==> src/rtl/i2s_tx.sv <==
// i2s_tx: valid/ready sink for the voice mix; scales TONE_IN and serialises it as a mono Philips I2S stream.
// Optional build macro I2S_TX_SATURATE_EN: clamp out-of-range mixes instead of wrapping them.
module i2s_tx #(
    parameter int BCLK_DIV = 8,
    parameter int CH_BITS  = 32,
    parameter int SAMPLE_W = 16,
    parameter int SHIFT    = 15
) (
    input  logic        CLK,
    input  logic        RESET_N,
    input  logic [31:0] TONE_IN,
    input  logic        TONE_VALID,
    output logic        TONE_READY,
    output logic        SAMPLE_REQ,
    output logic        UNDERRUN,
    output logic        I2S_BCLK,
    output logic        I2S_LRCLK,
    output logic        I2S_SDATA
);
    localparam int DIV_W      = (BCLK_DIV > 1) ? $clog2(BCLK_DIV) : 1;
    localparam int FRAME_BITS = 2 * CH_BITS;
    localparam int BIT_W      = $clog2(FRAME_BITS);
    localparam int TOP        = SHIFT + SAMPLE_W - 1;

    localparam logic [DIV_W-1:0] DIV_LAST = DIV_W'(BCLK_DIV - 1);
    localparam logic [BIT_W-1:0] BIT_LAST = BIT_W'(FRAME_BITS - 1);
    localparam logic [BIT_W-1:0] CH_LEN   = BIT_W'(CH_BITS);

    logic [DIV_W-1:0]    div_cnt;
    logic [BIT_W-1:0]    bit_cnt;
    logic [BIT_W-1:0]    bit_next;
    logic [BIT_W-1:0]    slot_pos;
    logic                fall_ev;
    logic                frame_start;
    logic                accept;
    logic                holding_full;
    logic                next_bit;
    logic [SAMPLE_W-1:0] holding;
    logic [SAMPLE_W-1:0] frame_sample;
    logic [SAMPLE_W-1:0] scaled;
    logic                unused_tone;

    // Bits below SHIFT (and above the sample in wrap mode) are deliberately discarded.
    assign unused_tone = ^TONE_IN;

    assign fall_ev     = (div_cnt == DIV_LAST) && I2S_BCLK;
    assign frame_start = fall_ev && (bit_cnt == BIT_LAST);
    assign bit_next    = (bit_cnt == BIT_LAST) ? '0 : bit_cnt + 1'b1;
    assign slot_pos    = (bit_next >= CH_LEN) ? bit_next - CH_LEN : bit_next;
    assign accept      = TONE_VALID && !holding_full;
    assign TONE_READY  = !holding_full;

    // Slot position 0 is the I2S one-bit delay; the sample follows MSB first, then zero padding.
    always_comb begin
        next_bit = 1'b0;
        for (int p = 1; p <= SAMPLE_W; p++) begin
            if (slot_pos == BIT_W'(p)) next_bit = frame_sample[SAMPLE_W-p];
        end
    end

    always_comb begin
        scaled = TONE_IN[TOP:SHIFT];
`ifdef I2S_TX_SATURATE_EN
        if (!((&TONE_IN[31:TOP]) || !(|TONE_IN[31:TOP]))) begin
            scaled = TONE_IN[31] ? {1'b1, {(SAMPLE_W-1){1'b0}}} : {1'b0, {(SAMPLE_W-1){1'b1}}};
        end
`endif
    end

    // NOTE: sequential state uses non-blocking assignments so every flop samples pre-edge values.
    always_ff @(posedge CLK or negedge RESET_N) begin
        if (!RESET_N) begin
            div_cnt   <= '0;
            bit_cnt   <= '0;
            I2S_BCLK  <= 1'b0;
            I2S_LRCLK <= 1'b0;
            I2S_SDATA <= 1'b0;
        end else begin
            if (div_cnt == DIV_LAST) begin
                div_cnt  <= '0;
                I2S_BCLK <= ~I2S_BCLK;
            end else begin
                div_cnt <= div_cnt + 1'b1;
            end
            if (fall_ev) begin
                bit_cnt   <= bit_next;
                I2S_LRCLK <= (bit_next >= CH_LEN);
                I2S_SDATA <= next_bit;
            end
        end
    end

    // NOTE: the sample registers are reset too, so a frame after reset plays silence, not stale data.
    always_ff @(posedge CLK or negedge RESET_N) begin
        if (!RESET_N) begin
            holding_full <= 1'b0;
            holding      <= '0;
            frame_sample <= '0;
            SAMPLE_REQ   <= 1'b0;
            UNDERRUN     <= 1'b0;
        end else begin
            SAMPLE_REQ <= frame_start;
            UNDERRUN   <= frame_start && !holding_full;
            // accept is impossible while full, so the load and a new accept never collide.
            if (frame_start && holding_full) begin
                frame_sample <= holding;
                holding_full <= 1'b0;
            end else if (accept) begin
                holding      <= scaled;
                holding_full <= 1'b1;
            end
        end
    end
endmodule

==> config.mk <==
export PLATFORM = sky130hd
export DESIGN_NAME = i2s_tx
export DESIGN_NICKNAME = d
export VERILOG_FILES = /design/src/rtl/i2s_tx.sv
export SDC_FILE = /design/constraint.sdc
export NUM_CORES = 1
export LEC_CHECK = 0
export CAP_MARGIN = 20
export CORE_UTILIZATION = 55
export DETAILED_ROUTE_END_ITERATION = 10
export PLACE_DENSITY = 0.86
export SLEW_MARGIN = 20
export SYNTH_ARGS = -nofsm -noshare
export SYNTH_HDL_FRONTEND = slang
export SYNTH_SLANG_ARGS = --single-unit
==> constraint.sdc <==
create_clock -name CLK -period 4.9 [get_ports CLK]
set_input_delay 0.98 -clock CLK [delete_from_list [all_inputs] [get_ports CLK]]
set_output_delay 0.98 -clock CLK [all_outputs]
set_load 0.01 [all_outputs]
Yosys cells after proc, flatten, opt, wreduce, memory -nomap -nowiden
Index checks and enable logic that the tools add are counted.
- add/sub/neg operators: 3
- $lt $le $gt $ge: 1
- equality and inequality tests: 18
- muxes and demuxes: 21
- bitwise operators: 2
- reduce and logical (&&, ||, !) cells: 8
- operator list (operator ; count):
    == test 6 x 4 -> 1 bit, second input constant ; 8
    == test 6 x 3 -> 1 bit, second input constant ; 4
    2-to-1 mux 1 bit ; 18
    == test 6 x 2 -> 1 bit, second input constant ; 2
    2-to-1 mux 6 bit ; 2
    adder 6 x 1 -> 6 bit, second input constant ; 1
    == test 6 x 1 -> 1 bit, second input constant ; 1
    == test 6 x 5 -> 1 bit, second input constant ; 1
    == test 6 bit, second input constant ; 1
    greater-or-equal comparator 6 bit, second input constant ; 1
    subtractor 6 bit, second input constant ; 1
    logical AND 1 bit ; 5
    adder 3 x 1 -> 3 bit, second input constant ; 1
    == test 3 bit, second input constant ; 1
    2-to-1 mux 3 bit ; 1
    inverter 1 bit ; 2
    AND reduction 2 bit ; 1
    nonzero test 2 bit ; 1
    logical NOT 1 bit ; 1
- register bits after elaboration: 47
- output and inout bits: 6
- word-level logic and storage cells: 63

Logic depth before layout (Yosys ltp)
- depth after elaboration: 21
- gate-level depth with buffers: 8
- gate-level depth less buffers: 7

Worst setup path after synthesis
OpenSTA, ideal clock, no wires.
- kind: input-to-reg
- start: in TONE_VALID
- end: reg holding[10]
- library setup time: 0.125 ns
- arrival time: 1.923 ns
- required time: 4.775 ns
- path slack: 2.852 ns
- stages: 4
- path buffers: 2
- path through: nor2b_1 -> clkbuf_1 -> buf_2 -> mux2_2
- longest elaborated chain between the ends: 2
- ends and longest elaborated chain (element ; line ; text):
    start, declared ; 12 ; input logic TONE_VALID,
    logical AND 1 bit ; 50 ; assign accept = TONE_VALID && !holding_full;
    AND reduction 2 bit (no source line) ; - ;
    end signal, assigned ; 109 ; holding <= scaled;
    end, declared ; 38 ; logic [SAMPLE_W-1:0] holding;
Every way passes these cells.
A chain may end at the register's enable or synchronous reset.

Final worst setup path
- start: reg holding_full
- end: out TONE_READY
- longest elaborated chain between the ends: 1
- ends and longest elaborated chain (element ; line ; text):
    start, declared ; 36 ; logic holding_full;
    start signal, assigned ; 96 ; holding_full <= 1'b0;
    start signal, assigned ; 107 ; holding_full <= 1'b0;
    start signal, assigned ; 110 ; holding_full <= 1'b1;
    logical NOT 1 bit ; 51 ; assign TONE_READY = !holding_full;
    end, declared ; 13 ; output logic TONE_READY,
Every way passes these cells.

==> qor_table.md <==
| Result | Reported |
|:---|:---|
| Outcome | finished, final reports clean |
| Root Buffer Master | clkbuf_8 |
| Synth top cells by count | 47 x dfrtp_1, 24 x mux2_2, 10 x nand2_1 |
| Type of the worst setup path | flip-flop to output port |
| P_int | 0.000584 W |
| Core occupancy in the finished layout | 68.2% |
| Detailed-router iteration count before antenna repair | 4 |
| Number of placed I/O pins | 41 |
| Routed length per instance | 14.7 um |
| Max Slew Vio Count | 0 |
| Synth warnings | 0 |
| Aggregate negative setup slack | 0 ps |
| Required time worst endpoint | 3920 ps |
| Final critical path time including I/O delays and setup | 2340 ps |
| Startpoint of the worst setup timing path | holding_full |
| Met3 layer wire length in the routed design | 98 um |
| Peak supply drop | 0.226 mV |
| Via-to-Cell Ratio | 5.52 |
| Wire length after detailed routing | 3.43 mm |
| Final Hold Vio Count | 0 |
| Final setup margin | 2560 ps |
| Yosys top cell area share | 55.0% |
| CP Data Arrival Time | 1360 ps |
| Post-CTS setup-driven buffer insertion count | 0 |
| Clock latency of the later-clocked register in the worst-skew pair | 300 ps |
| Global placement routability congestion | 0.781 |
| Cell types occupying the most area after synthesis | dfrtp_1 55%, mux2_2 13%, mux2_4 6.3% |
| Number of nets in the layout | 226 |
| Layout cell share with drive strength beyond 1 | 26.5% |
| Overflow after GRT | 0 |
| Area inside the core boundary | 3690 um2 |
| Pin slew with the least headroom to its limit | 985 ps |
| Mapped Avg Cell Area | 13.5 um2 |
| TritonCTS clock tree | done |
| Register bit count reported by yosys | 47 |
| Non-filler cells, final | 233 |
| Inserted Clock Buffers | 5 |
| Relative slew slack | 34.3% |
| Number of antenna violations at the first check in global routing | 0 |
| Drt initial violations | 56 |
| Via count of the routed design | 1285 |
| Hold bufs inserted after CTS | 0 |
| Port-buffer cells | 24 |
| Finish-stage setup viols | 0 |
| Post-DP HPWL | 2.47 mm |
| Relative contribution of combinational cells to total power | 5.1% |
| FF-to-FF Start | div_cnt[0] |
| Buffer depth of the longest clock path | 2 |
| Setup clock skew after layout | 7.72 ps |
| Row count | 22 |
| Crit path capture type | output port |
| Ratio of final minimum period to clock period | 47.7% |
| Share of synthesized area occupied by flip-flops and latches | 55.0% |
| Area Overhead vs Synth | 17.7% |
| Maximum achievable frequency | 428 MHz |
| Die boundary width | 64.3 um |
| Static power due to leakage | 1.17 nW |
| Max Cap Viol | 0 |
| Sequential fraction of design power | 56.3% |
| Cell area after synthesis | 2140 um2 |
| Switching Power | 0.000150 W |
| Nature of the critical path startpoint | flip-flop |
| Dominant cell by count in the synthesized netlist | dfrtp_1 |
| Top flip-flop cell by instance count after synthesis | dfrtp_1 |
| Number of resized instances in the post-cts repair step | 0 |
| TritonCTS sink count | 47 |
| Area leader, netlist | dfrtp_1 |
| Hold Path Origin | div_cnt[0] |
| Post-synth cell types | 38 |
| First-pass GRT wire length | 6.15 mm |
| Worst Hold Class | flip-flop to flip-flop |
| ANT nets after route | 0 |
| H-tree levels | 2 |
| R2r worst-path depth | 6 |
| Post-route DRC violation count | 0 |
| Highest layer used for signal routing | met4 |
| Instance count after placement with tap cells included | 225 |
| Clock transition at the registers of the reported paths | 90 ps |
| Clock network fraction of design power | 38.7% |
| Die area | 4140 um2 |
| Maximum number of pins on one net before global-route repair | 48 |
| Async S/R FF share, synth | 100% |
| Share of total power consumed by net switching | 20.5% |
| RSZ-0062 raised after global routing | no |
| Met2 routed WL | 1.77 mm |
| Total track usage | 19.8% |
| Via count of the first global-routing pass | 1350 |
| Instance count of the mapped netlist | 158 |
| Power density over cell area | 292 nW/um2 |
| Worst hold path cell count | 1 |
| Total chip power | 0.000734 W |
| Detailed-routing wirelength on met1 | 1.50 mm |
| Antenna cell count | 0 |
| Die boundary height | 64.3 um |
| Post-Synthesis Net Count | 200 |
| DP Worst Slack | 2570 ps |
| Number of flops mapped to enable cells by yosys | 0 |
| Starting Density | 57.9% |
| Worst Path Max Fanout | 5 |
[metrics by stage]
step	hold slack [ps]	instance area [um2]
finish	456	2520
global placement	414	2400
CTS	459	2520
floorplan	403	2140
detailed placement	443	2400
global route	473	2520
[registers in the layout, summed over array words and instances, names as in the netlist]
register      flops
bit_cnt           6
I2S_BCLK          1
holding_full      1
SAMPLE_REQ        1
UNDERRUN          1
frame_sample     16
I2S_LRCLK         1
holding          16
div_cnt           3
I2S_SDATA         1
[final timing paths]
check,to,slack (ps)
setup reg to reg,frame_sample[6],2790
min in group asynchronous,div_cnt[2],840
max in group asynchronous,frame_sample[13],3460
hold / removal,div_cnt[0],460
setup / recovery,TONE_READY,2560
hold reg to reg,div_cnt[0],460
[area by class of cell]
cell class                 instances  area [um2]
clock buffer                       5        68.8
clock inverter                     3        47.5
fill                             277        1170
inverter                           4        15.0
multi-input combinational        101         906
sequential                        47        1180
tap                               48        60.1
timing repair buffer              25         243
[power groups by stage]
stage | logic [W] | clock network, W | registers, W
floorplan | 0.0000153 | 0 | 0.000418
global placement | 0.0000361 | 0 | 0.000420
detailed placement | 0.0000385 | 0 | 0.000422
CTS | 0.0000385 | 0.000292 | 0.000414
global route | 0.0000420 | 0.000304 | 0.000416
finish | 0.0000372 | 0.000284 | 0.000413
[per-layer routing]
metal | track usage [%] | vias to the layer above
met4 | 8.33 | 0
met1 | 23.2 | 644
met2 | 34.9 | 22
met5 | 0 | -
met3 | 4.29 | 7
li1 | - | 612
[cell families (layout without fill, tap and decap cells)]
logic type / Yosys count / after routing / synth area share (%)
compound gates: 20 / 20 / 6.67
buf+inv: 10 / 37 / 2.58
xor+xnor: 7 / 7 / 2.87
fa+ha+maj: 7 / 7 / 4.10
mux: 33 / 33 / 19.0
simple gates: 34 / 34 / 9.78
flops: 47 / 47 / 55.0
[cells in the final DEF (no fill, tap or decap), types with 3 or more instances in the layout]
cell	Yosys	layout
a21oi_1	3	3
inv_1	4	4
nand3_1	5	5
clkbuf_8	0	5
mux2_4	9	9
xor2_1	3	3
ha_1	7	7
clkdlybuf4s50_1	0	23
o21ai_0	5	5
dfrtp_1	47	47
mux2_2	24	24
nand2_1	10	10
nor2b_1	5	5
xnor2_1	4	4
[worst max-delay path, cell delays in order (launching register included)]
cell and delay [ps]:
dfrtp_1 450, inv_1 80, clkdlybuf4s50_1 530
(Power assumes the default switching activity.)
